<file path="src/rtl/vga_timing_pkg.sv">
// Shared 640x480 raster timing constants and the coordinate type used by every
// renderer that decodes pixel_x/pixel_y.
package vga_timing_pkg;

    localparam int H_DISPLAY_DEF = 640;
    localparam int H_FRONT_DEF   = 16;
    localparam int H_SYNC_DEF    = 96;
    localparam int H_BACK_DEF    = 48;
    localparam int V_DISPLAY_DEF = 480;
    localparam int V_FRONT_DEF   = 10;
    localparam int V_SYNC_DEF    = 2;
    localparam int V_BACK_DEF    = 33;

    localparam int H_TOTAL_DEF = H_DISPLAY_DEF + H_FRONT_DEF + H_SYNC_DEF + H_BACK_DEF;
    localparam int V_TOTAL_DEF = V_DISPLAY_DEF + V_FRONT_DEF + V_SYNC_DEF + V_BACK_DEF;

    localparam int HS_START_DEF = H_DISPLAY_DEF + H_FRONT_DEF;
    localparam int HS_END_DEF   = HS_START_DEF + H_SYNC_DEF - 1;
    localparam int VS_START_DEF = V_DISPLAY_DEF + V_FRONT_DEF;
    localparam int VS_END_DEF   = VS_START_DEF + V_SYNC_DEF - 1;

    localparam int COORD_W = 10;
    typedef logic [COORD_W-1:0] coord_t;

    function automatic logic in_range(input int v, input int lo, input int hi);
        return (v >= lo) && (v <= hi);
    endfunction

endpackage

</file>
<file path="src/rtl/tick_divider.sv">
// Pixel-rate strobe: div_cnt runs 0..CLK_DIV-1 and p_tick marks the last count.
module tick_divider #(
    parameter int CLK_DIV = 4
) (
    input  logic clk,
    input  logic reset,
    output logic p_tick
);

    // A 1-bit counter pinned at zero makes CLK_DIV=1 give a constant p_tick.
    localparam int            DW   = (CLK_DIV > 1) ? $clog2(CLK_DIV) : 1;
    localparam logic [DW-1:0] LAST = DW'(CLK_DIV - 1);

    logic [DW-1:0] div_q, div_d;

    always_comb begin
        div_d = (div_q == LAST) ? '0 : div_q + DW'(1);
    end

    always_ff @(posedge clk) begin
        if (reset) div_q <= '0;
        else       div_q <= div_d;
    end

    assign p_tick = (div_q == LAST);

endmodule

</file>
<file path="src/rtl/vga_sync.sv">
// Raster timing generator: pixel coordinates, active-low syncs, video_on, frame_tick.
// Define VGA_SYNC_PIPE_ALIGN_EN to delay hsync/vsync/video_on by one pixel period.
module vga_sync
    import vga_timing_pkg::*;
#(
    parameter int CLK_DIV   = 4,
    parameter int H_DISPLAY = H_DISPLAY_DEF,
    parameter int H_FRONT   = H_FRONT_DEF,
    parameter int H_SYNC    = H_SYNC_DEF,
    parameter int H_BACK    = H_BACK_DEF,
    parameter int V_DISPLAY = V_DISPLAY_DEF,
    parameter int V_FRONT   = V_FRONT_DEF,
    parameter int V_SYNC    = V_SYNC_DEF,
    parameter int V_BACK    = V_BACK_DEF
) (
    input  logic       clk,
    input  logic       reset,
    output logic       p_tick,
    output logic [9:0] pixel_x,
    output logic [9:0] pixel_y,
    output logic       hsync,
    output logic       vsync,
    output logic       video_on,
    output logic       frame_tick
);

    localparam int H_TOTAL  = H_DISPLAY + H_FRONT + H_SYNC + H_BACK;
    localparam int V_TOTAL  = V_DISPLAY + V_FRONT + V_SYNC + V_BACK;
    localparam int HS_START = H_DISPLAY + H_FRONT;
    localparam int HS_END   = HS_START + H_SYNC - 1;
    localparam int VS_START = V_DISPLAY + V_FRONT;
    localparam int VS_END   = VS_START + V_SYNC - 1;

    coord_t h_q, h_d, v_q, v_d;
    logic   h_last, v_last;
    logic   hs_q, hs_d, vs_q, vs_d, vo_q, vo_d;

    tick_divider #(.CLK_DIV(CLK_DIV)) u_div (
        .clk    (clk),
        .reset  (reset),
        .p_tick (p_tick)
    );

    assign h_last = (int'(h_q) == H_TOTAL - 1);
    assign v_last = (int'(v_q) == V_TOTAL - 1);

    always_comb begin
        h_d = h_q;
        v_d = v_q;
        if (p_tick) begin
            if (h_last) begin
                h_d = '0;
                v_d = v_last ? '0 : v_q + coord_t'(1);
            end else begin
                h_d = h_q + coord_t'(1);
            end
        end
    end

    // Decoding the next counts keeps the syncs aligned with the coordinates they load with.
    always_comb begin
        hs_d = !in_range(int'(h_d), HS_START, HS_END);
        vs_d = !in_range(int'(v_d), VS_START, VS_END);
        vo_d = (int'(h_d) < H_DISPLAY) && (int'(v_d) < V_DISPLAY);
    end

    always_ff @(posedge clk) begin
        if (reset) begin
            h_q  <= '0;
            v_q  <= '0;
            hs_q <= 1'b1;
            vs_q <= 1'b1;
            vo_q <= 1'b1;
        end else begin
            h_q  <= h_d;
            v_q  <= v_d;
            hs_q <= hs_d;
            vs_q <= vs_d;
            vo_q <= vo_d;
        end
    end

`ifdef VGA_SYNC_PIPE_ALIGN_EN
    logic hs_p_q, vs_p_q, vo_p_q;

    always_ff @(posedge clk) begin
        if (reset) begin
            hs_p_q <= 1'b1;
            vs_p_q <= 1'b1;
            vo_p_q <= 1'b1;
        end else if (p_tick) begin
            hs_p_q <= hs_q;
            vs_p_q <= vs_q;
            vo_p_q <= vo_q;
        end
    end

    assign hsync    = hs_p_q;
    assign vsync    = vs_p_q;
    assign video_on = vo_p_q;
`else
    assign hsync    = hs_q;
    assign vsync    = vs_q;
    assign video_on = vo_q;
`endif

    assign pixel_x    = h_q;
    assign pixel_y    = v_q;
    assign frame_tick = p_tick && h_last && v_last;

endmodule

</file>
<file path="config.mk">
export PLATFORM = sky130hd
export DESIGN_NAME = vga_sync
export DESIGN_NICKNAME = d
export VERILOG_FILES = /design/src/rtl/vga_timing_pkg.sv /design/src/rtl/tick_divider.sv /design/src/rtl/vga_sync.sv
export SDC_FILE = /design/constraint.sdc
export NUM_CORES = 1
export LEC_CHECK = 0
export CAP_MARGIN = 5
export CORE_MARGIN = 4
export CORE_UTILIZATION = 50
export DETAILED_ROUTE_END_ITERATION = 7
export PLACE_DENSITY_LB_ADDON = 0.08
export SLEW_MARGIN = 20
export SYNTH_ARGS = -nofsm -noshare
export SYNTH_HDL_FRONTEND = slang
export SYNTH_SLANG_ARGS = --single-unit
export TNS_END_PERCENT = 20
</file>
<file path="constraint.sdc">
create_clock -name clk -period 2.5 [get_ports clk]
set_clock_uncertainty 0.15 [all_clocks]
set_input_delay 0.5 -clock clk [delete_from_list [all_inputs] [get_ports clk]]
set_output_delay 0.5 -clock clk [all_outputs]
set_load 0.02 [all_outputs]
</file>
# --- After elaboration in Yosys (flattened, before gate mapping) ---
# Cells that the tools add are included.
totals:
  ff_bits: 25
  out_inout_bits: 25
  wordCells: 31
classes:
  addsub: 3
  magnitude_cmp: 6
  n_eq_ne: 3
  mux: 5
  n_reduce_logical: 8
ops:
  columns: ["op", "n"]
  rows:
  - ["$mux W10", 5]
  - ["$add A10 B1 Y10 const B", 2]
  - ["$eq A10 B10 Y1 const B", 1]
  - ["$eq A10 B9 Y1 const B", 1]
  - ["$ge A10 B10 Y1 const B", 1]
  - ["$ge A10 B9 Y1 const B", 1]
  - ["$le A10 B10 Y1 const B", 1]
  - ["$le A10 B9 Y1 const B", 1]
  - ["$lt A10 B10 Y1 const B", 1]
  - ["$lt A10 B9 Y1 const B", 1]
  - ["$logic_and A1 B1 Y1", 5]
  - ["$add A2 B1 Y2 const B", 1]
  - ["$eq A2 B2 Y1 const B", 1]
  - ["$logic_not A1 Y1", 2]
  - ["$reduce_or A2 Y1", 1]

# --- Longest topological paths before layout ---
# Gate-level depths: netlist of run 1.
depth:
  ltp_word: 7
  mapped_depth: 10
  depth_no_buf: 7

# --- Cells and area by module ---
# From an unflattened synthesis of run 1, not the netlist that was laid out.
hier_totals:
  cells_unflattened: 167
  hier_area_um2: 1492.7
modules_own_cells:
  columns: ["module", "n_inst", "cells_each", "area_each_um2", "seq_area_each_um2"]
  rows:
  - ["vga_sync", 1, 162, 1417.6, 460.4]
  - ["tick_divider", 1, 5, 75.1, 40.0]

# --- Worst setup path after synthesis of run 1 ---
# OpenSTA, ideal clock, no wires.
synth_path:
  path_kind: "flip-flop to output port"
  start: "register h_q[0] (netlist: pixel_x[0])"
  end: "output port frame_tick"
  arrival_time_ns: 1.722
  slack_ns: 0.128
  path_stages_with_launch: 8
  n_path_buf: 3
  cell_sequence: "dfxtp_1 -> ha_1 -> and4_1 -> buf_4 -> and3_1 -> buf_6 -> buf_4 -> and2_1"
synth_via:
  elab_chain_len: 3
synth_rtl:
  columns: ["element", "line", "text"]
  rows:
  - ["from (decl)", "vga_sync.sv:34", "coord_t h_q, h_d, v_q, v_d;"]
  - ["from (signal assigned)", "vga_sync.sv:69", "h_q <= '0;"]
  - ["from (signal assigned)", "vga_sync.sv:75", "h_q <= h_d;"]
  - ["$eq A10 B9 Y1", "vga_sync.sv:44", "assign h_last = (int'(h_q) == H_TOTAL - 1);"]
  - ["$logic_and A1 B1 Y1 (2 in a row)", "vga_sync.sv:109", "assign frame_tick = p_tick && h_last && v_last;"]
  - ["to (decl)", "vga_sync.sv:24", "output logic frame_tick"]
# Every way passes these cells.

# --- Final worst setup path of run 1 ---
layout_path:
  start: "register v_q[4] (netlist: pixel_y[4])"
  end: "output port frame_tick"
layout_via:
  elab_chain_len: 2
layout_rtl:
  columns: ["element", "line", "text"]
  rows:
  - ["from (decl)", "vga_sync.sv:34", null]
  - ["from (signal assigned)", "vga_sync.sv:76", "v_q <= v_d;"]
  - ["$eq A10 B10 Y1", "vga_sync.sv:45", "assign v_last = (int'(v_q) == V_TOTAL - 1);"]
  - ["$logic_and A1 B1 Y1", "vga_sync.sv:109", null]
# Every way passes these cells.

==> results of run 1 <==
## critical path, delay by kind of cell (launching register included)
family	cells	cell delay, ps
simple gates	3	920
flops	1	330
buf+inv	1	130
## routing by layer
layer | vias up | share of wire [%] | track usage [%]
met3 | 4 | 6.4 | 3.10
met4 | 0 | 0.93 | 6.06
met5 | - | 0 | 0
met2 | 45 | 44 | 27.7
met1 | 607 | 49 | 28.7
li1 | 706 | - | -
## cell usage after synthesis, drive strengths merged
| master | instances |
|---|---|
| inv | 9 |
| o31ai | 3 |
| buf | 8 |
| nand3 | 10 |
| a211oi | 1 |
| nand2 | 14 |
| o211ai | 1 |
| clkbuf | 3 |
| o22a | 1 |
| ha | 4 |
| and4 | 2 |
| mux2 | 1 |
| a22o | 1 |
| and2 | 1 |
| nor3b | 2 |
| xor2 | 6 |
| dfxtp | 25 |
| a32oi | 1 |
| o22ai | 1 |
| o31a | 2 |
| o21ai | 4 |
| mux2i | 1 |
| a31oi | 2 |
| nor2 | 16 |
| and3b | 1 |
| a21oi | 8 |
| nand4 | 9 |
| and3 | 2 |
| or4 | 1 |
| xnor2 | 7 |
| o211a | 1 |
| a2111oi | 1 |
| nand2b | 2 |
| nor3 | 16 |
| nor4b | 1 |
| or3 | 2 |
| nor4 | 2 |
## cell families (layout without fill, tap and decap cells)
kind of cell    count (synthesis)  count (layout)  synth area share, %
compound gates                 27              27                 12.4
xor+xnor                       13              13                 7.82
fa+ha+maj                       4               4                 3.44
buf+inv                        20              63                 6.87
flops                          25              25                 34.4
mux                             2               2                 1.46
simple gates                   81              81                 33.7
## placed cells by master, fill, tap and decap left out, types with 2 or more instances in the layout
master and count:
dfxtp_1 25, clkdlybuf4s50_1 25, buf_4 25, nor2_1 16
nand2_1 14, nor3_1 13, inv_1 9, nand3_1 9
nand4_1 8, a21oi_1 8, xnor2_1 7, xor2_1 6
o21ai_0 4, o31ai_1 3, ha_1 3, clkbuf_4 3
and4_1 2, and3_1 2, nor3_2 2, nand2b_1 2
a31oi_1 2
## sequential cells by signal, summed over array words and instances (netlist names)
register / flops
hsync: 1
pixel_x: 10
pixel_y: 10
u_div.div_q: 2
video_on: 1
vsync: 1
## worst max-delay path by stage
stage	from	endpoint	slack (ps)	cells after the start
floorplan	pixel_x[0]	frame_tick	130	7
global placement	pixel_y[4]	frame_tick	3	4
detailed placement	pixel_y[4]	frame_tick	-10	4
CTS	pixel_y[4]	frame_tick	30	4
global route	pixel_x[0]	vsync	40	8
finish	pixel_y[4]	frame_tick	140	4
## timing repair
| item | CTS | global route |
|---|---|---|
| gates resized for setup | 4 | 4 |
| pin swaps | 0 | 1 |
| setup buffers | 0 | 0 |
| endpoints found under the setup margin | 1 | 3 |
| endpoints found under the hold margin | 0 | 0 |
## per-stage QoR
step | utilization (%) | setup WS, ps
after floorplan | - | 128
after global placement | 67.2 | 3.46
after detailed placement | 67.2 | -14.3
after CTS | 68.1 | 34.6
after global routing | 68.4 | 39.8
final | 68.4 | 142
## cell type report
type / instances / area (um^2) / share of cell area, %
inverters: 9 / 33.8 / 1.78
well taps: 31 / 38.8 / 2.04
flip-flops and latches: 25 / 500 / 26.3
clock inverters: 1 / 7.51 / 0.394
multi-input cells: 127 / 862 / 45.3
clock buffers: 3 / 22.5 / 1.18
repair buffers: 50 / 438 / 23.0
## power by group through the flow
stage	combinational [mW]	clock [mW]	sequential (mW)
after global placement	0.0335	0	0.415
final	0.0343	0.195	0.407
after CTS	0.0347	0.202	0.407
after detailed placement	0.0346	0	0.415
after global routing	0.0384	0.218	0.407
after floorplan	0.0174	0	0.417
==> results.sh, run 1 <==
export IMPL_htree_num_levels=1
export IMPL_grt_usage_pct=19.1
export IMPL_crit_slowest_cell="or4_1"
export IMPL_synth_area_leader_cell="dfxtp_1"
export IMPL_grt_antenna_before_repair=0
export IMPL_worstHoldEndpoint="u_div.div_q[0]"
export IMPL_p_clk_share_pct=30.6
export IMPL_postCtsHoldBufs=0
export IMPL_synthesis_instances=172
export IMPL_rows=19
export IMPL_fin_total_pwr_uw=636
export IMPL_place_area_mm2=0.00187
export IMPL_overflow=0
export IMPL_layout_drive_gt1_share_pct=20.0
export IMPL_required_ps=1850
export IMPL_clkTransAtPathRegs_ps=150
export IMPL_crit_chain="or4_1 > nor4_4 > and2_4 > buf_4"
export IMPL_root_buffer="clkbuf_4"
export IMPL_hp_class="reg2reg"
export IMPL_routabilityCongestion=0.866
export IMPL_drt_iter0_drc=45
export IMPL_start_kind="register"
export IMPL_yosysWarningCount=0
export IMPL_floorplan_core_area_mm2=0.00278
export IMPL_synth_nets=178
export IMPL_r2r_start="pixel_x[1]"
export IMPL_critPathMaxFanout=2
export IMPL_clock_sinks=25
export IMPL_grt_max_degree=16
export IMPL_hold_start="u_div.div_q[0]"
export IMPL_synth_top_area_share_pct=34.4
export IMPL_critPathCaptureType="output port"
export IMPL_seq_power_share_pct=64.0
export IMPL_rsz0062_at_grt="no"
export IMPL_wl_per_cell_um=13.6
export IMPL_layout_cells_non_filler=246
export IMPL_synthesis_area_mm2=0.00146
export IMPL_setup_violations=0
export IMPL_cts_buffer_depth=2
export IMPL_vias_per_cell=5.54
export IMPL_seq_area_frac_synth_pct=34.4
export IMPL_fmax_mhz=424
export IMPL_initial_utilization_pct=52.4
export IMPL_design_area_mm2=0.00190
export IMPL_rrSetupSlack_ps=260
export IMPL_netlist_top_cells_area="dfxtp_1 (34%), nor3_1 (4.5%), xnor2_1 (4.2%)"
export IMPL_critPathArrivalTime_ps=1710
export IMPL_min_period_ps=2360
export IMPL_r2r_cells=8
export IMPL_sw_frac_of_total_pct=24.2
export IMPL_hold_viol_final=0
export IMPL_p_switching_uw=154
export IMPL_wl_um=3340
export IMPL_port_buffers=26
export IMPL_clkLatencyLatePin_ps=330
export IMPL_maxCapViolations=0
export IMPL_pin_count=27
export IMPL_die_height_um=62.0
export IMPL_ys_ff_latch=25
export IMPL_dp_hpwl_um=2550
export IMPL_route_detailed_drc=0
export IMPL_hold_path_depth=1
export IMPL_ir_worst_vdd_v=0.000284
export IMPL_worstMarginPinSlew_ps=464
export IMPL_numCtsBuffers=3
export IMPL_firstDrtPassIters=4
export IMPL_hold_ws_ps=305
export IMPL_internal_power_uw=482
export IMPL_antenna_left=0
export IMPL_power_leakage_nw=0.700
export IMPL_grt_pass1_vias=1231
export IMPL_grt_pass1_wl_um=5520
export IMPL_fillCellCount=248
export IMPL_synth_distinct_cells=48
export IMPL_die_area_mm2=0.00384
export IMPL_slew_violations=0
export IMPL_area_growth_pct=30.7
export IMPL_r2r_end="vsync"
export IMPL_p_comb_share_pct=5.4
export IMPL_outcome="completed"
export IMPL_crit_path_max_incr_delay_ps=560
export IMPL_chipWidth_um=62.0
export IMPL_dp_cells=242
export IMPL_setup_tns_final_ps=0
export IMPL_post_route_period_util_pct=94.3
export IMPL_pwr_density_cell_mw_per_mm2=334
export IMPL_crit_type="reg2out"
export IMPL_diodes=0
export IMPL_num_vias=1362
export IMPL_cts_tree="yes"
export IMPL_fin_nets=222
export IMPL_avgSynthCellArea_um2=8.47
export IMPL_slew_headroom_pct=68.9
Power figures use the tool's default switching activity.
==> run 2, diff against run 1 <==
Settings changed: CORE_ASPECT_RATIO from default to 0.8.
==> run 2 against run 1 <==
Worst hold slack lost 12 ps. First-iteration DRC count grew 76%. Clock power shrank 8%.
==> results.sh, run 2 (synthesis results as in run 1) <==
export IMPL_outcome="completed"
export IMPL_vias_per_cell=5.52
export IMPL_setup_violations=0
export IMPL_antenna_left=0
export IMPL_clkTransAtPathRegs_ps=130
export IMPL_p_clk_share_pct=28.9
export IMPL_drt_iter0_drc=79
export IMPL_pwr_density_cell_mw_per_mm2=323
export IMPL_cts_buffer_depth=2
export IMPL_internal_power_uw=482
export IMPL_postCtsHoldBufs=0
export IMPL_hp_class="reg2reg"
export IMPL_maxCapViolations=0
export IMPL_rows=17
export IMPL_critPathMaxFanout=2
export IMPL_grt_pass1_vias=1301
export IMPL_die_area_mm2=0.00385
export IMPL_critPathCaptureType="output port"
export IMPL_p_comb_share_pct=5.3
export IMPL_clkLatencyLatePin_ps=320
export IMPL_crit_chain="or4_4 > nor4_4 > and2_1 > buf_2"
export IMPL_setup_ws_ps=82.0
export IMPL_hold_path_depth=1
export IMPL_crit_type="reg2out"
export IMPL_start_kind="register"
export IMPL_clock_sinks=25
export IMPL_root_buffer="clkbuf_4"
export IMPL_route_detailed_drc=0
export IMPL_hold_viol_final=0
export IMPL_r2r_start="pixel_x[0]"
export IMPL_routabilityCongestion=0.859
export IMPL_grt_usage_pct=20.0
export IMPL_pin_count=27
export IMPL_rrSetupSlack_ps=170
export IMPL_required_ps=1850
export IMPL_sw_frac_of_total_pct=22.0
export IMPL_area_growth_pct=31.3
export IMPL_htree_num_levels=1
export IMPL_r2r_cells=8
export IMPL_crit_path_max_incr_delay_ps=540
export IMPL_fillCellCount=231
export IMPL_crit_slowest_cell="or4_4"
export IMPL_hold_start="u_div.div_q[0]"
export IMPL_dp_hpwl_um=2670
export IMPL_post_route_period_util_pct=96.7
export IMPL_wl_um=3480
export IMPL_fin_nets=222
export IMPL_numCtsBuffers=3
export IMPL_final_cell_mix="dfxtp_1 (25), clkdlybuf4s50_1 (25), buf_4 (24)"
export IMPL_firstDrtPassIters=5
export IMPL_wl_per_cell_um=13.8
export IMPL_power_leakage_nw=0.699
export IMPL_grt_pass1_wl_um=5890
export IMPL_r2r_end="vsync"
export IMPL_p_switching_uw=136
export IMPL_worstHoldEndpoint="u_div.div_q[0]"
export IMPL_diodes=0
export IMPL_slew_violations=0
export IMPL_num_vias=1397
export IMPL_final_util_pct=69.1
export IMPL_ir_worst_vdd_v=0.000381
export IMPL_fmax_mhz=414
export IMPL_overflow=0
export IMPL_cts_tree="yes"
export IMPL_slew_headroom_pct=69.5
export IMPL_critPathArrivalTime_ps=1770
export IMPL_grt_max_degree=14
export IMPL_grt_antenna_before_repair=0
export IMPL_min_period_ps=2420
export IMPL_initial_utilization_pct=52.7
export IMPL_floorplan_core_area_mm2=0.00277
export IMPL_worstMarginPinSlew_ps=456
export IMPL_port_buffers=26
export IMPL_dp_slack_ps=-39.0
export IMPL_layout_drive_gt1_share_pct=20.0
export IMPL_chipWidth_um=68.3
export IMPL_seq_power_share_pct=65.8
export IMPL_die_height_um=56.3
export IMPL_hold_ws_ps=293
-- run 2: layout make-up --
class                   count  area [um^2]  share of cell area [%]
repair buffers             50          435                    22.8
inverters                   9         33.8                    1.77
flip-flops and latches     25          500                    26.2
multi-input cells         127          868                    45.4
well taps                  38         47.5                    2.49
clock buffers               4         26.3                    1.37
-- run 2: worst max-delay path by stage --
stage | start | to | cells past startpoint
2_1_floorplan | pixel_x[0] | frame_tick | 7
3_3_place_gp | pixel_y[4] | frame_tick | 4
3_5_place_dp | pixel_y[4] | frame_tick | 4
4_1_cts | pixel_y[4] | frame_tick | 4
5_1_grt | pixel_x[1] | vsync | 8
6_report | pixel_y[4] | frame_tick | 4
-- run 2: per-layer routing --
layer	part of all wire (%)	global-route usage, %	up-vias	wire length (um)
li1	-	-	705	-
met1	48	27.5	643	1670
met2	45	29.7	41	1580
met3	5.5	6.20	8	193
met4	1.3	5.95	0	44
met5	0	0	-	0
-- run 2: power groups by stage --
stage	clock (mW)	sequential [mW]	combinational (mW)
floorplan	0	0.417	0.0174
detailed placement	0	0.415	0.0329
CTS	0.184	0.406	0.0330
global route	0.201	0.408	0.0367
global placement	0	0.415	0.0319
finish	0.179	0.406	0.0327
-- run 2: worst max-delay path: cells and delay by family (launching register included) --
family,cells,cell delay (ps)
buffers and inverters,1,160
and+or+nand+nor,3,950
DFF,1,330
-- run 2: repair_timing --
| action | in CTS | in global routing |
|---|---|---|
| setup endpoints to repair | 1 | 2 |
| endpoints found under the hold margin | 0 | 0 |
| buffers inserted | 0 | 0 |
| pin swaps | 0 | 1 |
| gates resized for setup | 5 | 3 |
-- run 2: metrics by stage --
stage                     cell area [um^2]  TNS [ps]  instances  power [mW]
after floorplan                       1460         0        172       0.434
after global placement                1880         0        249       0.447
after detailed placement              1880     -39.0        249       0.448
after CTS                             1900         0        253       0.623
after global routing                  1910     -12.2        253       0.645
final                                 1910         0        253       0.618
==> run 3, diff against run 2 <==
Settings changed: CORE_ASPECT_RATIO 0.8 to 0.5.
==> run 3 against run 2 <==
Setup slack got worse by 15 ps. First-iteration DRC count shrank 11%. Sequential power about the same. Worst hold slack lost 4.8 ps. Critical path depth unchanged. Via count down 0.14%. Fmax shrank 0.61%. Routed wire length increased by 2.3%. Clock-buffer cell count fell by 1. Combinational power increased by 5%. Critical path type unchanged.
==> results.sh, run 3 (synthesis results as in run 1) <==
export IMPL_regArea_um2=500
export IMPL_worstMarginPinSlew_ps=491
export IMPL_hold_viol_final=0
export IMPL_layout_cells_non_filler=252
export IMPL_fmax_mhz=411
export IMPL_multi_input_area_um2=856
export IMPL_die_area_mm2=0.00389
export IMPL_crit_path_max_incr_delay_ps=580
export IMPL_grt_max_degree=16
export IMPL_fin_nets=222
export IMPL_wl_per_cell_um=14.1
export IMPL_initial_utilization_pct=54.3
export IMPL_maxCapViolations=0
export IMPL_setup_tns_final_ps=0
export IMPL_crit_type="reg2out"
export IMPL_routabilityCongestion=0.906
export IMPL_overflow=0
export IMPL_path_buf_inv=1
export IMPL_diodes=0
export IMPL_setup_violations=0
export IMPL_pin_count=27
export IMPL_die_height_um=46.2
export IMPL_start_kind="register"
export IMPL_critPathMaxFanout=2
export IMPL_post_cts_buffers=0
export IMPL_hp_class="reg2reg"
export IMPL_num_vias=1395
export IMPL_route_detailed_drc=0
export IMPL_slew_headroom_pct=67.1
export IMPL_antenna_left=0
export IMPL_clkLatencyLatePin_ps=280
export IMPL_slew_violations=0
export IMPL_port_buffers=26
export IMPL_root_buffer="clkbuf_8"
export IMPL_power_leakage_nw=0.710
export IMPL_drt_iter0_drc=70
export IMPL_path_delay_family="simple AND/OR/NAND/NOR gates"
export IMPL_wl_um=3560
export IMPL_vias_per_cell=5.54
export IMPL_hold_ws_ps=288
export IMPL_layout_drive_gt1_share_pct=19.1
export IMPL_cts_buffer_depth=2
export IMPL_critPathArrivalTime_ps=1780
export IMPL_dp_cells=248
export IMPL_fillCellCount=231
export IMPL_grt_pass1_wl_um=6000
export IMPL_min_period_ps=2430
export IMPL_pwr_density_cell_mw_per_mm2=361
export IMPL_numCtsBuffers=3
export IMPL_ir_worst_vdd_v=0.000243
export IMPL_clock_sinks=25
export IMPL_fin_total_pwr_uw=694
export IMPL_post_route_period_util_pct=97.3
export IMPL_grt_usage_pct=19.6
export IMPL_design_area_mm2=0.00192
export IMPL_rsz0062_at_grt="no"
export IMPL_clkTransAtPathRegs_ps=100
export IMPL_firstDrtPassIters=4
export IMPL_postCtsHoldBufs=0
export IMPL_final_cell_mix="dfxtp_1 (25), clkdlybuf4s50_1 (25), buf_4 (24)"
export IMPL_dp_hpwl_um=2650
export IMPL_place_area_mm2=0.00188
export IMPL_chipWidth_um=84.3
export IMPL_floorplan_core_area_mm2=0.00268
export IMPL_required_ps=1850
export IMPL_grt_antenna_before_repair=0
export IMPL_crit_chain="or4_1 > nor4_4 > and2_1 > buf_2"
export IMPL_rows=13
export IMPL_area_growth_pct=31.9
export IMPL_grt_pass1_vias=1268
export IMPL_cts_tree="yes"
export IMPL_htree_num_levels=1
export IMPL_crit_slowest_cell="or4_1"
export IMPL_outcome="completed"
export IMPL_critPathCaptureType="output port"
run 3: per-layer routing:
| metal | GRT usage [%] | vias up | part of all wire, % |
|---|---|---|---|
| met1 | 25.1 | 655 | 48 |
| li1 | - | 702 | - |
| met4 | 3.53 | 0 | 0.22 |
| met5 | 0 | - | 0 |
| met2 | 34.2 | 36 | 46 |
| met3 | 5.54 | 2 | 5.3 |
run 3: per-stage QoR:
step                      utilization [%]  setup WS (ps)
after floorplan                         -            128
after global placement               69.9          -25.3
after detailed placement             69.9          -84.5
after CTS                            71.6           51.3
after global routing                 71.6           1.03
final                                71.6           67.1
run 3: path summary, 6_finish.rpt:
path                                     start             end  slack [ps]  depth (start not counted)
worst max-delay path                pixel_y[4]      frame_tick          70                          4
worst min-delay path            u_div.div_q[0]  u_div.div_q[0]         290                          1
worst max register to register      pixel_y[0]           vsync         200                          7
worst min register to register  u_div.div_q[0]  u_div.div_q[0]         290                          1
run 3: what timing repair did:
item / 4_1_cts / 5_1_grt
hold endpoints to repair: 0 / 0
endpoints found under the setup margin: 1 / 0
resized for setup: 4 / 0
run 3: where the power goes:
group / internal, mW / switching (mW)
sequential: 0.403 / 0.00228
clock: 0.113 / 0.141
combinational: 0.0166 / 0.0176
total: 0.533 / 0.160
run 3: layout make-up:
cell class / instances / share of cell area, %
flip-flops and latches: 25 / 26.1
repair buffers: 50 / 22.7
well taps: 37 / 2.41
clock inverters: 1 / 0.391
clock buffers: 3 / 2.15
multi-input cells: 127 / 44.6
inverters: 9 / 1.76
run 3: worst register-to-register path: cells and delay by family, from the launching register on:
kind	cells	cell delay, ps
and+or+nand+nor	4	830
AOI/OAI and AO/OA	2	450
adders and majority gates	1	300
DFF	1	450
